## src/rtl/fetch_stage.sv

```systemverilog
// fetch_stage: PC sequencing, single-outstanding imem fetch and IF/ID pipeline register
module fetch_stage #(
  parameter int                 IMEM_AW  = 32,
  parameter logic [IMEM_AW-1:0] RESET_PC = 32'h0000_3000
) (
  input  logic               clk,
  input  logic               reset,
  output logic               imem_req,
  output logic [IMEM_AW-1:0] imem_addr,
  input  logic               imem_ack,
  input  logic               imem_rvalid,
  input  logic [31:0]        imem_rdata,
  input  logic               id_stall,
  input  logic               redirect,
  input  logic [IMEM_AW-1:0] redirect_pc,
  output logic               id_valid,
  output logic [31:0]        id_instr,
  output logic [IMEM_AW-1:0] id_pc,
  output logic [IMEM_AW-1:0] id_pc_plus4,
  output logic [5:0]         id_opcode,
  output logic [5:0]         id_funct
);
  typedef enum logic [1:0] {FETCH, WAIT, FULL} state_t;
  localparam logic [IMEM_AW-1:0] ALIGN = ~IMEM_AW'(3);
  localparam logic [IMEM_AW-1:0] FOUR  = IMEM_AW'(4);
  state_t             state_q, state_d;
  logic [IMEM_AW-1:0] pc_q, pc_d;
  logic               kill_q, kill_d;
  logic [31:0]        skid_instr_q, skid_instr_d;
  logic [IMEM_AW-1:0] skid_pc_q, skid_pc_d;
  logic               id_valid_q, id_valid_d;
  logic [31:0]        id_instr_q, id_instr_d;
  logic [IMEM_AW-1:0] id_pc_q, id_pc_d;
  logic [IMEM_AW-1:0] id_pc_plus4_q, id_pc_plus4_d;
  logic               can_load;
  assign can_load    = !id_valid_q || !id_stall;
  assign imem_req    = state_q == FETCH && !reset;
  assign imem_addr   = pc_q & ALIGN;
  assign id_valid    = id_valid_q;
  assign id_instr    = id_instr_q;
  assign id_pc       = id_pc_q;
  assign id_pc_plus4 = id_pc_plus4_q;
  assign id_opcode   = id_instr_q[31:26];
  assign id_funct    = id_instr_q[5:0];
  // Next state: fetch handshake, IF/ID load/drain, skid fill/drain; redirect overrides everything
  always_comb begin
    state_d       = state_q;
    pc_d          = pc_q;
    kill_d        = kill_q;
    skid_instr_d  = skid_instr_q;
    skid_pc_d     = skid_pc_q;
    id_valid_d    = id_valid_q && id_stall;
    id_instr_d    = id_instr_q;
    id_pc_d       = id_pc_q;
    id_pc_plus4_d = id_pc_plus4_q;
    case (state_q)
      FETCH: state_d = imem_ack ? WAIT : FETCH;
      WAIT: begin
        if (imem_rvalid && kill_q) begin
          kill_d  = 1'b0;
          state_d = FETCH;
        end else if (imem_rvalid && can_load) begin
          id_valid_d    = 1'b1;
          id_instr_d    = imem_rdata;
          id_pc_d       = pc_q;
          id_pc_plus4_d = pc_q + FOUR;
          pc_d          = pc_q + FOUR;
          state_d       = FETCH;
        end else if (imem_rvalid) begin
          skid_instr_d = imem_rdata;
          skid_pc_d    = pc_q;
          pc_d         = pc_q + FOUR;
          state_d      = FULL;
        end
      end
      FULL: begin
        if (!id_stall) begin
          id_valid_d    = 1'b1;
          id_instr_d    = skid_instr_q;
          id_pc_d       = skid_pc_q;
          id_pc_plus4_d = skid_pc_q + FOUR;
          state_d       = FETCH;
        end
      end
      default: state_d = FETCH;
    endcase
    if (redirect) begin
      pc_d       = redirect_pc & ALIGN;
      id_valid_d = 1'b0;
      state_d    = (state_q == FETCH && imem_ack) || (state_q == WAIT && !imem_rvalid) ? WAIT : FETCH;
      kill_d     = state_d == WAIT;
    end
  end
  // State registers with asynchronous reset
  always_ff @(posedge clk or posedge reset) begin
    if (reset) begin
      state_q       <= FETCH;
      pc_q          <= RESET_PC;
      kill_q        <= 1'b0;
      skid_instr_q  <= '0;
      skid_pc_q     <= '0;
      id_valid_q    <= 1'b0;
      id_instr_q    <= '0;
      id_pc_q       <= '0;
      id_pc_plus4_q <= '0;
    end else begin
      state_q       <= state_d;
      pc_q          <= pc_d;
      kill_q        <= kill_d;
      skid_instr_q  <= skid_instr_d;
      skid_pc_q     <= skid_pc_d;
      id_valid_q    <= id_valid_d;
      id_instr_q    <= id_instr_d;
      id_pc_q       <= id_pc_d;
      id_pc_plus4_q <= id_pc_plus4_d;
    end
  end
  // A pending request keeps its address unless a redirect retargets it
  a_addr_stable: assert property (@(posedge clk) disable iff (reset)
    imem_req && !imem_ack && !redirect |=> $stable(imem_addr));
  // Requests are only issued from FETCH
  a_no_req: assert property (@(posedge clk) disable iff (reset)
    state_q != FETCH |-> !imem_req);
endmodule

```

## config.mk

```make
export PLATFORM = sky130hd
export DESIGN_NAME = fetch_stage
export DESIGN_NICKNAME = d
export VERILOG_FILES = /design/src/rtl/fetch_stage.sv
export SDC_FILE = /design/constraint.sdc
export NUM_CORES = 1
export LEC_CHECK = 0
export CAP_MARGIN = 20
export CORE_MARGIN = 3
export CORE_UTILIZATION = 35
export CTS_CLUSTER_SIZE = 30
export DETAILED_ROUTE_END_ITERATION = 10
export HOLD_SLACK_MARGIN = 0.05
export SYNTH_ARGS = -nofsm -noshare
export SYNTH_HDL_FRONTEND = slang
export SYNTH_SLANG_ARGS = --single-unit
```

## constraint.sdc

```tcl
create_clock -name clk -period 10 [get_ports clk]
set_input_delay 3 -clock clk [delete_from_list [all_inputs] [get_ports clk]]
set_output_delay 3 -clock clk [all_outputs]
set_load 0.03 [all_outputs]
```

==> results.txt, run 1 <==
The flow ran to the end, and the final reports show no timing, DRC or antenna violations. The critical path ends at imem_req. The final antenna diode count came out at 0.

The number of top-level pins came out at 212. The clock group share of total power came out at 20.3%. The async set or reset register ratio after synthesis is 100%. The effective utilization at floorplan is 36.2%.

The placer's final routability congestion estimate is about 0.77. In the synthesized netlist, the number of instances is approximately 950. The largest clock skew in the final design came out at 0.0147 ns. The first-pass iteration count of the detailed router is 5. The number of rows in the core area is 60. The tree is rooted in a sky130_fd_sc_hd__clkbuf_16. The count of nets left with antenna violations once routing finished came out at 0.

The total negative slack for setup checks came out at 0 ns. The sequential cell area fraction in the yosys report is 47.6%. The number of gates resized after CTS was 0. The largest voltage drop on the vdd net came out at 0.000128 V.

The area of the mapped netlist came out at 0.00988 mm². The number of endpoints with negative hold slack in the final report came out at 0. The count of state elements after synthesis came out at between 150 and 200. The final instance area is 0.0126 mm². The power density relative to cell area is 261 mW/mm². The register-to-register path setup slack came out at between 6 and 7 ns. The number of library cell types mapped by synthesis is 67. The data required time at the worst endpoint came out at 7.00 ns.

The proportion of power drawn by flip-flops and latches came out at between 30% and 40%. The overall routed net length is between 20000 and 30000 µm. The arrival time reported for the critical path endpoint is approximately 4.3 ns. For this design the static power due to leakage is 5.14 nW. The starting DRC count in detailed routing is 455.

The total number of H-tree levels came out at 4. The count of buffers added on input and output ports is 203. The final-report setup violation count came out at 0. The endpoint type of the worst setup path is a primary output. Among all flip-flop cells after synthesis, the most frequent one is sky130_fd_sc_hd__dfrtp_1. The number of antenna violations at the first check in global routing came to 0. Counting I/O delays and the setup requirement, the final critical path takes 7.33 ns. Clock-pin slew was measured on the worst setup and hold paths at 0.07 ns.

The leftover overflow at the end of global routing is 0. The net switching power figure came out at 1.35 mW. The later pin in the worst-skew pair is clocked with a latency of approximately 0.44 ns. The power share of the combinational group is around two fifths. The count of buffers added by post-CTS timing repair for setup came out at 0. The share of the clock period used by the worst path after layout came out at 73.3%. In this run the critical register-to-register path is captured at skid_instr_q[14]. The first-pass GRT wire length came out at 43000 µm. The final max-slew violation count was 0. The overall routing resource usage came out at 17.7%. The DRC violation count after routing came out at 0. Static timing analysis puts the maximum clock frequency at 0.136 GHz.

In this run switching power makes up 41.0% of total power. Setup repair after global routing left no endpoint under its margin. The final layout contains roughly 1200 nets.

TritonCTS built the clock tree. The routed wire length per instance came out at roughly 18 µm. For the worst flop-to-flop path, the logic depth is 7. The classification of the worst setup path is input pin to primary output. The number of synthesis warnings is 0. The cell internal power dissipation came out at 1.94 mW. The number of vias in the routed layout is 7504. The pin count of the biggest net entering global routing is between 100 and 150. The number of max-cap violations came out at 0. The HPWL reported at the end of detailed placement is 18500 µm. The total placed instance area is around 0.012 mm². Buffers inserted to repair hold after CTS numbered 0. The die covers around 0.03 mm². The number of CTS-inserted buffers is 17.

The startpoint of the worst-slack reg-to-reg timing path is state_q[1]. The headroom to the max-slew limit came out at between 30% and 40%. The end-of-flow core utilization is 46.1%.

The mean post-synth cell area is 10.4 µm². The area added between synthesis and finish is 27.4%. The number of clock sinks is about 190.

The core area came out at 0.0273 mm². The critical path starts at reset. The die outline width came out at 174 µm. The via count of the first global-routing pass came out at 7549. The class of the worst hold path is flip-flop to flip-flop. The number of enable flip-flop cells after synthesis came out at 0. Using the TritonRoute via totals, the vias-per-cell ratio works out to 5.06.

The biggest fanout along the worst timing path is 2. The slew at the pin with the worst max-slew slack came out at 0.938 ns. The die outline height is 174 µm. STA classifies the critical path startpoint as an input pin.

In the final layout, the share of cells above drive strength 1 is 12.8%. The clock passes through at most 2 buffers.
==> sequential cells by signal (all words and copies together) (netlist names) <==
name          cells
state_q           2
skid_pc_q        30
pc_q             30
id_valid          1
id_pc            30
id_instr         32
id_pc_plus4      30
kill_q            1
skid_instr_q     32
==> critical path, cell delays in order <==
cell and delay [ns]:
sky130_fd_sc_hd__clkdlybuf4s50_1 0.51, sky130_fd_sc_hd__nor2b_1 0.15, sky130_fd_sc_hd__clkdlybuf4s50_1 0.68
==> worst min path at each step <==
| stage | cells after the start | start | slack (ns) | end |
|---|---|---|---|---|
| after floorplan | 1 | skid_instr_q[10] | 0.48 | skid_instr_q[10] |
| after global placement | 2 | id_instr[9] | 0.46 | id_instr[9] |
| after detailed placement | 2 | id_instr[16] | 0.47 | id_instr[16] |
| after CTS | 2 | id_instr[16] | 0.49 | id_instr[16] |
| after global routing | 2 | id_pc[17] | 0.50 | id_pc[17] |
| final | 2 | id_instr[16] | 0.48 | id_instr[16] |
==> synthesized netlist by cell type, drive strengths merged, types with 5 or more instances <==
| master | count | area share, % |
|---|---|---|
| mux2i | 72 | 7.3 |
| and3 | 6 | 0.39 |
| clkbuf | 38 | 1.4 |
| inv | 11 | 0.42 |
| nor4 | 16 | 1.9 |
| and4 | 10 | 0.94 |
| a21oi | 8 | 0.41 |
| nor3 | 14 | 0.87 |
| buf | 52 | 3.4 |
| nor2 | 33 | 1.5 |
| xnor2 | 37 | 3.3 |
| nand4 | 28 | 2.4 |
| o21ai | 111 | 5.6 |
| nand2 | 144 | 5.5 |
| dfrtp | 186 | 47 |
| a221oi | 7 | 0.75 |
| xor2 | 40 | 3.5 |
| mux2 | 62 | 7.1 |
| nand3 | 33 | 1.9 |
| ha | 5 | 0.63 |
==> layout make-up <==
cell class,instances,area (µm²)
Tap cell,372,465
Multi-Input combinational cell,669,4700
Fill cell,2635,14700
Timing Repair Buffer,212,2110
Clock buffer,18,429
Clock inverter,14,129
Sequential cell,188,4710
Inverter,11,48.8
==> cell usage in the layout, fill, tap and decap left out, types with 9 or more instances in the layout <==
master / synthesis / routed
sky130_fd_sc_hd__mux2_2: 62 / 62
sky130_fd_sc_hd__inv_1: 10 / 9
sky130_fd_sc_hd__xor2_1: 40 / 40
sky130_fd_sc_hd__nor3_1: 12 / 12
sky130_fd_sc_hd__mux2i_1: 72 / 72
sky130_fd_sc_hd__nand2_1: 143 / 143
sky130_fd_sc_hd__nand4_1: 23 / 23
sky130_fd_sc_hd__nor2_1: 31 / 31
sky130_fd_sc_hd__o21ai_1: 19 / 19
sky130_fd_sc_hd__o21ai_0: 92 / 92
sky130_fd_sc_hd__clkdlybuf4s50_1: 0 / 202
sky130_fd_sc_hd__xnor2_1: 37 / 37
sky130_fd_sc_hd__dfrtp_1: 186 / 186
sky130_fd_sc_hd__clkbuf_16: 0 / 17
sky130_fd_sc_hd__nand3_1: 30 / 30
==> power by group through the flow <==
stage               Sequential [mW]  Clock (mW)  Combinational [mW]
floorplan                      1.58           0               0.487
global placement               1.27           0                1.35
detailed placement             1.28           0                1.37
CTS                            1.27       0.686                1.37
global route                   1.30       0.712                1.46
finish                         1.26       0.666                1.36
==> logic make-up after synthesis <==
group	after synthesis	share of synthesized area, %
muxes	134	14.4
and+or+nand+nor	298	16.4
adders and majority gates	5	0.633
xor gates and xnor gates	77	6.82
buffers and inverters	101	5.30
AOI/OAI and AO/OA	149	8.79
other	1	0.0379
DFF	188	47.6
==> metrics by stage <==
step                      power, mW  setup slack [ns]  hold WS, ns  std cells
after global routing           3.48              2.62        0.502       1484
after detailed placement       2.64              2.67        0.470       1450
after global placement         2.62              2.65        0.460       1450
after floorplan                2.07              1.89        0.480        958
final                          3.29              2.67        0.476       1484
after CTS                      3.32              2.65        0.486       1482
==> metal layers <==
metal / routed length (µm) / vias to the layer above / global-route usage, %
met5: 0 / - / 0
met4: 394 / 0 / 4.59
met3: 2110 / 25 / 6.44
met2: 12600 / 190 / 28.4
met1: 11700 / 3703 / 22.7
li1: - / 3586 / -
Power figures use the tool's default switching activity.
==> run 2, diff against run 1 <==
Clock period 10 ns to 7.4 ns, I/O delays scaled along.
==> run 2 against run 1 <==
Routed wire length grew 1.3%; non-clock buffer count is 2 higher; sequential share of layout area is 0.22 points lower; worst setup slack worse by 1.0 ns; sequential power grew 35%; total power increased by 38%; first-iteration DRC count grew 0.88%; sequential cell count stayed put; register-to-register slack worse by 2.6 ns; count of clock-buffer cells in the layout rose by 3; combinational power rose by 35%; core utilization is 0.27 points higher; highest routed layer unchanged.
==> results.txt, run 2 (synthesized netlist as in run 1, its figures left out) <==
The die outline width came out at 174 µm (unchanged). The biggest fanout along the worst timing path is 2 (unchanged). The logic depth of the worst register-to-register path came out at 7 (unchanged).

The register-to-register path setup slack came to 4.11 ns (-2.62 ns). The post-layout worst setup margin is 1.63 ns (-1.04 ns). The number of rows in the core area came to 60 (unchanged). Leaving out fill and tap cells, the most frequent cells in the layout are sky130_fd_sc_hd__clkdlybuf4s50_1, sky130_fd_sc_hd__dfrtp_1, sky130_fd_sc_hd__nand2_1.

The total leakage power is 5.18 nW (+0.79%). In this run the critical register-to-register path is launched from state_q[1]. The via count of the first global-routing pass is 7560 (+0.15%). The count of hold-fix buffers inserted at cts came to 0 (unchanged).

The area growth from synthesis to layout is 28.1%. The post-cts repair resize count is 0 (unchanged). The core area was 0.0273 mm² (unchanged). The leftover overflow at the end of global routing is 0 (unchanged). The final critical path takes up 78.0% of the cycle. The tightest min-delay check is of the flip-flop to flip-flop type. The routed wire length per instance is 18.3 µm (+1.3%). The run finished with clean final reports. The overall power after layout is 4.54 mW (+38%). TritonCTS built the clock tree. The overall routing resource usage came out at 17.8% (+0.13 points). The worst setup path is launched from an input pin. The number of vias in the routed layout came out at 7487 (-0.23%). The minimum clock period is 5.77 ns. The number of fill cells came out at 2630 (-0.19%). The setup path with the least slack is of type input pin to primary output. The clock-pin slew on the worst setup and hold paths is 0.07 ns (about the same). The DRC violation count after routing came out at 0 (unchanged). The final max-slew violation count was 0 (unchanged).

The number of max-cap violations is 0 (unchanged). The headroom to the max-slew limit is 31.7% (-5.7 points). The count of buffers added by post-CTS timing repair for setup is 0 (unchanged). The slew at the pin with the worst max-slew slack came to 1.02 ns (+0.0859 ns).

The starting DRC count in detailed routing was 459 (+0.88%). The arrival time reported for the critical path endpoint is 3.55 ns (-0.78 ns). The cell sitting at the root of the clock tree is a sky130_fd_sc_hd__clkbuf_16. The buffer levels on the longest clock path came to 2 (unchanged). The total number of H-tree levels is 4 (unchanged).

The upper clock frequency limit is 0.173 GHz. The final antenna-violating net count came out at 0 (unchanged). The largest voltage drop on the vdd net came out at 0.000211 V (+65%). The largest clock skew in the final design came out at 0.0125 ns (-0.00213 ns). The smallest hold slack is 0.481 ns (+0.00518 ns).

The endpoint identified for the worst register-to-register timing path is skid_instr_q[29]. The number of top-level pins came out at 212 (unchanged). The cell depth of the worst hold path came out at 2 (unchanged). The placer's final routability congestion estimate is 0.798 (+4.3%). The total negative slack for setup checks came out at 0 ns (unchanged).

The overall routed net length is 27100 µm (+1.3%). The effective utilization at floorplan came to 36.2% (unchanged). Setup repair after global routing left no endpoint under its margin. The area of the die came out at 0.0303 mm² (unchanged). The final antenna diode count came out at 0 (unchanged). The first-pass GRT wire length is 43300 µm (+0.66%).

The number of CTS-inserted buffers is 17 (unchanged). The number of nets at the end of the flow was 1176 (+0.17%). The pin count of the biggest net entering global routing is 108 (-9.2%). The power density relative to cell area is 359 mW/mm² (+37%). The share of layout cells above drive strength 1 came out at 12.9% (+0.17 points).

The endpoint type of the worst setup path is a primary output. The ratio of routed vias to standard cells came out at 5.04 (-0.29%). The minimum setup slack after placement is 1.61 ns (-1.06 ns). The final-report setup violation count came to 0 (unchanged).

The clock insertion delay at the later pin of the skew report was 0.43 ns (about the same). The HPWL reported at the end of detailed placement is 18600 µm (+0.74%). The worst hold path begins at id_instr[12]. The die outline height was 174 µm (unchanged). The worst hold path endpoint is id_instr[12]. The first-pass iteration count of the detailed router is 4 (-1). The data required time at the worst endpoint came to 5.18 ns (-1.82 ns). The number of antenna violations at the first check in global routing came out at 0 (unchanged). The number of clock sinks came to 188 (unchanged).

The number of endpoints with negative hold slack in the final report is 0 (unchanged). The count of buffers inserted at the top-level ports is 203 (unchanged). The leading cell type in the layout, fill and taps excluded is sky130_fd_sc_hd__clkdlybuf4s50_1.
[run 2: changes by cell type in the layout (fill, tap and decap cells not counted), sizes merged]
cell	previous run	this run
bufinv	0	3
buf	10	12
clkinvlp	2	1
inv	18	15
clkbuf	18	21
clkinv	5	2
[run 2: worst max path at each step]
stage | start | to | cells after the start
after floorplan | reset | id_instr[0] | 1
after global placement | reset | imem_req | 3
after detailed placement | reset | imem_req | 3
after CTS | reset | imem_req | 3
after global routing | reset | imem_req | 3
final | reset | imem_req | 3
[run 2: per-stage QoR]
step                cell area [µm²]  instances  utilization [%]
finish                        12700       1485             46.3
global route                  12700       1485             46.3
CTS                           12600       1484             46.3
detailed placement            12000       1453             44.0
global placement              12000       1453             44.0
floorplan                      9900        958                -
[run 2: power by group]
part | internal (mW) | total, mW | switching (mW) | leakage [nW]
combinational | 0.783 | 1.84 | 1.06 | 2.48
clock | 0.573 | 1.00 | 0.427 | 0.307
sequential | 1.39 | 1.70 | 0.314 | 2.39
total | 2.75 | 4.54 | 1.80 | 5.18
[run 2: final cells by class]
type                    instances  area [µm²]  share of cell area (%)
multi-input cells             669        4700                    37.1
flip-flops and latches        188        4710                    37.2
clock buffers                  21         480                    3.79
inverters                      11        48.8                   0.385
clock inverters                10         150                    1.19
well taps                     372         465                    3.68
repair buffers                214        2120                    16.7
[run 2: routing by layer]
metal / global-route usage, % / vias to the layer above / share of wire (%) / wire length, µm
li1: - / 3601 / - / -
met1: 23.4 / 3665 / 45 / 12300
met2: 28.7 / 200 / 47 / 12600
met3: 5.96 / 21 / 7.2 / 1950
met4: 3.89 / 0 / 1.1 / 286
met5: 0 / - / 0 / 0
[run 2: worst max-delay path: stages]
cell and delay [ns]:
sky130_fd_sc_hd__clkdlybuf4s50_1 0.51, sky130_fd_sc_hd__nor2b_1 0.14, sky130_fd_sc_hd__clkdlybuf4s50_1 0.68
==> run 3, diff against run 2 <==
Clock period 7.4 ns to 5.33 ns, I/O delays scaled along.
==> run 3 against run 2 <==
Worst setup slack got worse by 0.78 ns; critical path depth unchanged; cell count grew 0.27%; via count shrank 0.40%; count of clock-buffer cells in the layout is 2 lower; first-iteration DRC count increased by 2.2%; sequential power is 39% higher; combinational power up 39%; register-to-register slack got worse by 1.5 ns; core utilization is 0.11 points lower; critical endpoint unchanged.
==> results.txt, run 3 (synthesized netlist as in run 1, its figures left out) <==
The die outline width came to 174 µm (unchanged). The pin count of the biggest net entering global routing came out at 67 (-38%). The worst setup path is captured at a primary output.

The slew at the pin with the worst max-slew slack is 1.11 ns (+0.0904 ns). The number of endpoints with negative hold slack in the final report came out at 0 (unchanged). The clock period could shrink to 4.49 ns.

The area added between synthesis and finish came out at 27.9%. The count of buffers added by post-CTS timing repair for setup is 0 (unchanged). The number of rows in the core area came out at 60 (unchanged). The final antenna diode count is 0 (unchanged). The first-pass GRT wire length came to 43600 µm (+0.80%).

The number of fill cells came out at 2637 (+0.27%). The tightest min-delay check is of the flip-flop to flip-flop type. The share of layout cells above drive strength 1 came out at 13.2% (+0.31 points). The arrival time reported for the critical path endpoint was 2.89 ns (-0.66 ns). The final instance area came out at 0.0126 mm² (-0.23%). The total placed instance area was 0.0121 mm² (+0.28%). The data required time at the worst endpoint came out at 3.73 ns (-1.45 ns).

The DRC violation count after routing is 0 (unchanged). The number of top-level pins was 212 (unchanged). In the layout the commonest cells are sky130_fd_sc_hd__clkdlybuf4s50_1, sky130_fd_sc_hd__dfrtp_1, sky130_fd_sc_hd__nand2_1. The classification of the worst setup path is input pin to primary output. The largest voltage drop on the vdd net came out at 0.000248 V (+17%). The number of vias in the routed layout came out at 7457 (-0.40%). The total leakage power was 5.17 nW (-0.35%). The HPWL reported at the end of detailed placement came to 18900 µm (+1.9%).

The largest clock skew in the final design is 0.0221 ns (+0.00959 ns). The post-cts repair resize count is 0 (unchanged). The cell depth of the worst hold path came out at 2 (unchanged). TritonCTS built the clock tree.

The leftover overflow at the end of global routing is 0 (unchanged). The number of clock sinks is 188 (unchanged). The total negative slack for setup checks is 0 ns (unchanged). The minimum setup slack after placement is 0.836 ns (-0.777 ns). The effective utilization at floorplan is 36.2% (unchanged). The overall routed net length came to 26800 µm (-1.1%).

The logic depth of the worst register-to-register path is 6 (-1). The run finished with clean final reports. The placer's final routability congestion estimate is 0.779 (-2.4%). The area of the die is 0.0303 mm² (unchanged). Setup repair after global routing left no endpoint under its margin. The clock insertion delay at the later pin of the skew report came out at 0.45 ns (+0.02 ns). The headroom to the max-slew limit is 25.7% (-6.0 points). The routed wire length per instance came out at 18.0 µm (-1.4%). The via count of the first global-routing pass was 7721 (+2.1%). The root buffer cell chosen for the clock tree is sky130_fd_sc_hd__clkbuf_16. The power density relative to cell area came out at 491 mW/mm² (+37%).

The number of antenna violations at the first check in global routing came to 0 (unchanged). The final max-slew violation count is 0 (unchanged). The die outline height came out at 174 µm (unchanged).

The clock-pin slew on the worst setup and hold paths is 0.07 ns (about the same). The overall routing resource usage is 18.0% (+0.15 points). The core area came to 0.0273 mm² (unchanged).

The worst setup path is launched from an input pin. The final critical path takes up 84.2% of the cycle. The smallest hold slack is 0.479 ns (-0.00155 ns). The buffer levels on the longest clock path is 2 (unchanged).

The first-pass iteration count of the detailed router came out at 4 (unchanged). The number of CTS-inserted buffers is 17 (unchanged). The final-report setup violation count came to 0 (unchanged). The library cell used most frequently in the layout, excluding fill and tap cells, is sky130_fd_sc_hd__clkdlybuf4s50_1. The count of hold-fix buffers inserted at cts is 0 (unchanged).

The total number of H-tree levels is 4 (unchanged). The biggest fanout along the worst timing path is 2 (unchanged). The number of max-cap violations came out at 0 (unchanged). The final antenna-violating net count came out at 0 (unchanged). The number of nets at the end of the flow is 1180 (+0.34%). The starting DRC count in detailed routing came out at 469 (+2.2%).

The ratio of routed vias to standard cells is 5.01 (-0.67%). The post-layout worst setup margin is 0.845 ns (-0.784 ns). The count of buffers inserted at the top-level ports is 203 (unchanged). The upper clock frequency limit came out at 0.223 GHz.
[run 3: changes by cell type in the layout (fill, tap and decap cells not counted), sizes merged]
cell,delta
bufinv,-2
clkbuf,-2
clkinvlp,+3
inv,+1
buf,+4
[run 3: where the power goes]
part | internal (mW) | switching (mW)
Sequential | 1.93 | 0.434
Combinational | 1.09 | 1.47
Clock | 0.683 | 0.607
Total | 3.70 | 2.51
[run 3: layer usage]
layer,vias to the layer above,global-route usage [%],part of all wire (%)
li1,3622,-,-
met1,3611,23.4,44
met2,206,29.0,47
met3,18,6.27,8.0
met4,0,3.82,0.89
met5,-,0,0
[run 3: area by class of cell]
cell class                 instances  area [µm²]  area share [%]
inverter                          11        45.0           0.356
sequential                       188        4710            37.3
clock buffer                      19         453            3.58
tap                              372         465            3.68
multi-input combinational        669        4700            37.2
timing repair buffer             218        2140            16.9
clock inverter                    12         130            1.03
[run 3: critical path, stage by stage]
cell                              delay, ns
sky130_fd_sc_hd__clkdlybuf4s50_1       0.46
sky130_fd_sc_hd__nor2b_1               0.14
sky130_fd_sc_hd__clkdlybuf4s50_1       0.68
[run 3: path summary, 6_finish.rpt]
kind	to	slack [ns]	from
setup / recovery	imem_req	0.84	reset
hold / removal	id_pc[14]	0.48	id_pc[14]
setup reg to reg	state_q[0]	2.60	state_q[0]
hold reg to reg	id_pc[14]	0.48	id_pc[14]
max in group asynchronous	id_pc[17]	2.74	reset
min in group asynchronous	skid_instr_q[12]	1.51	reset
[run 3: per-stage QoR]
step	power (mW)	util, %	cells
6_report	6.21	46.2	1489
5_1_grt	6.58	46.2	1489
4_1_cts	6.30	46.2	1489
3_5_place_dp	4.98	44.1	1458
3_3_place_gp	4.94	44.1	1458
2_1_floorplan	3.88	-	958
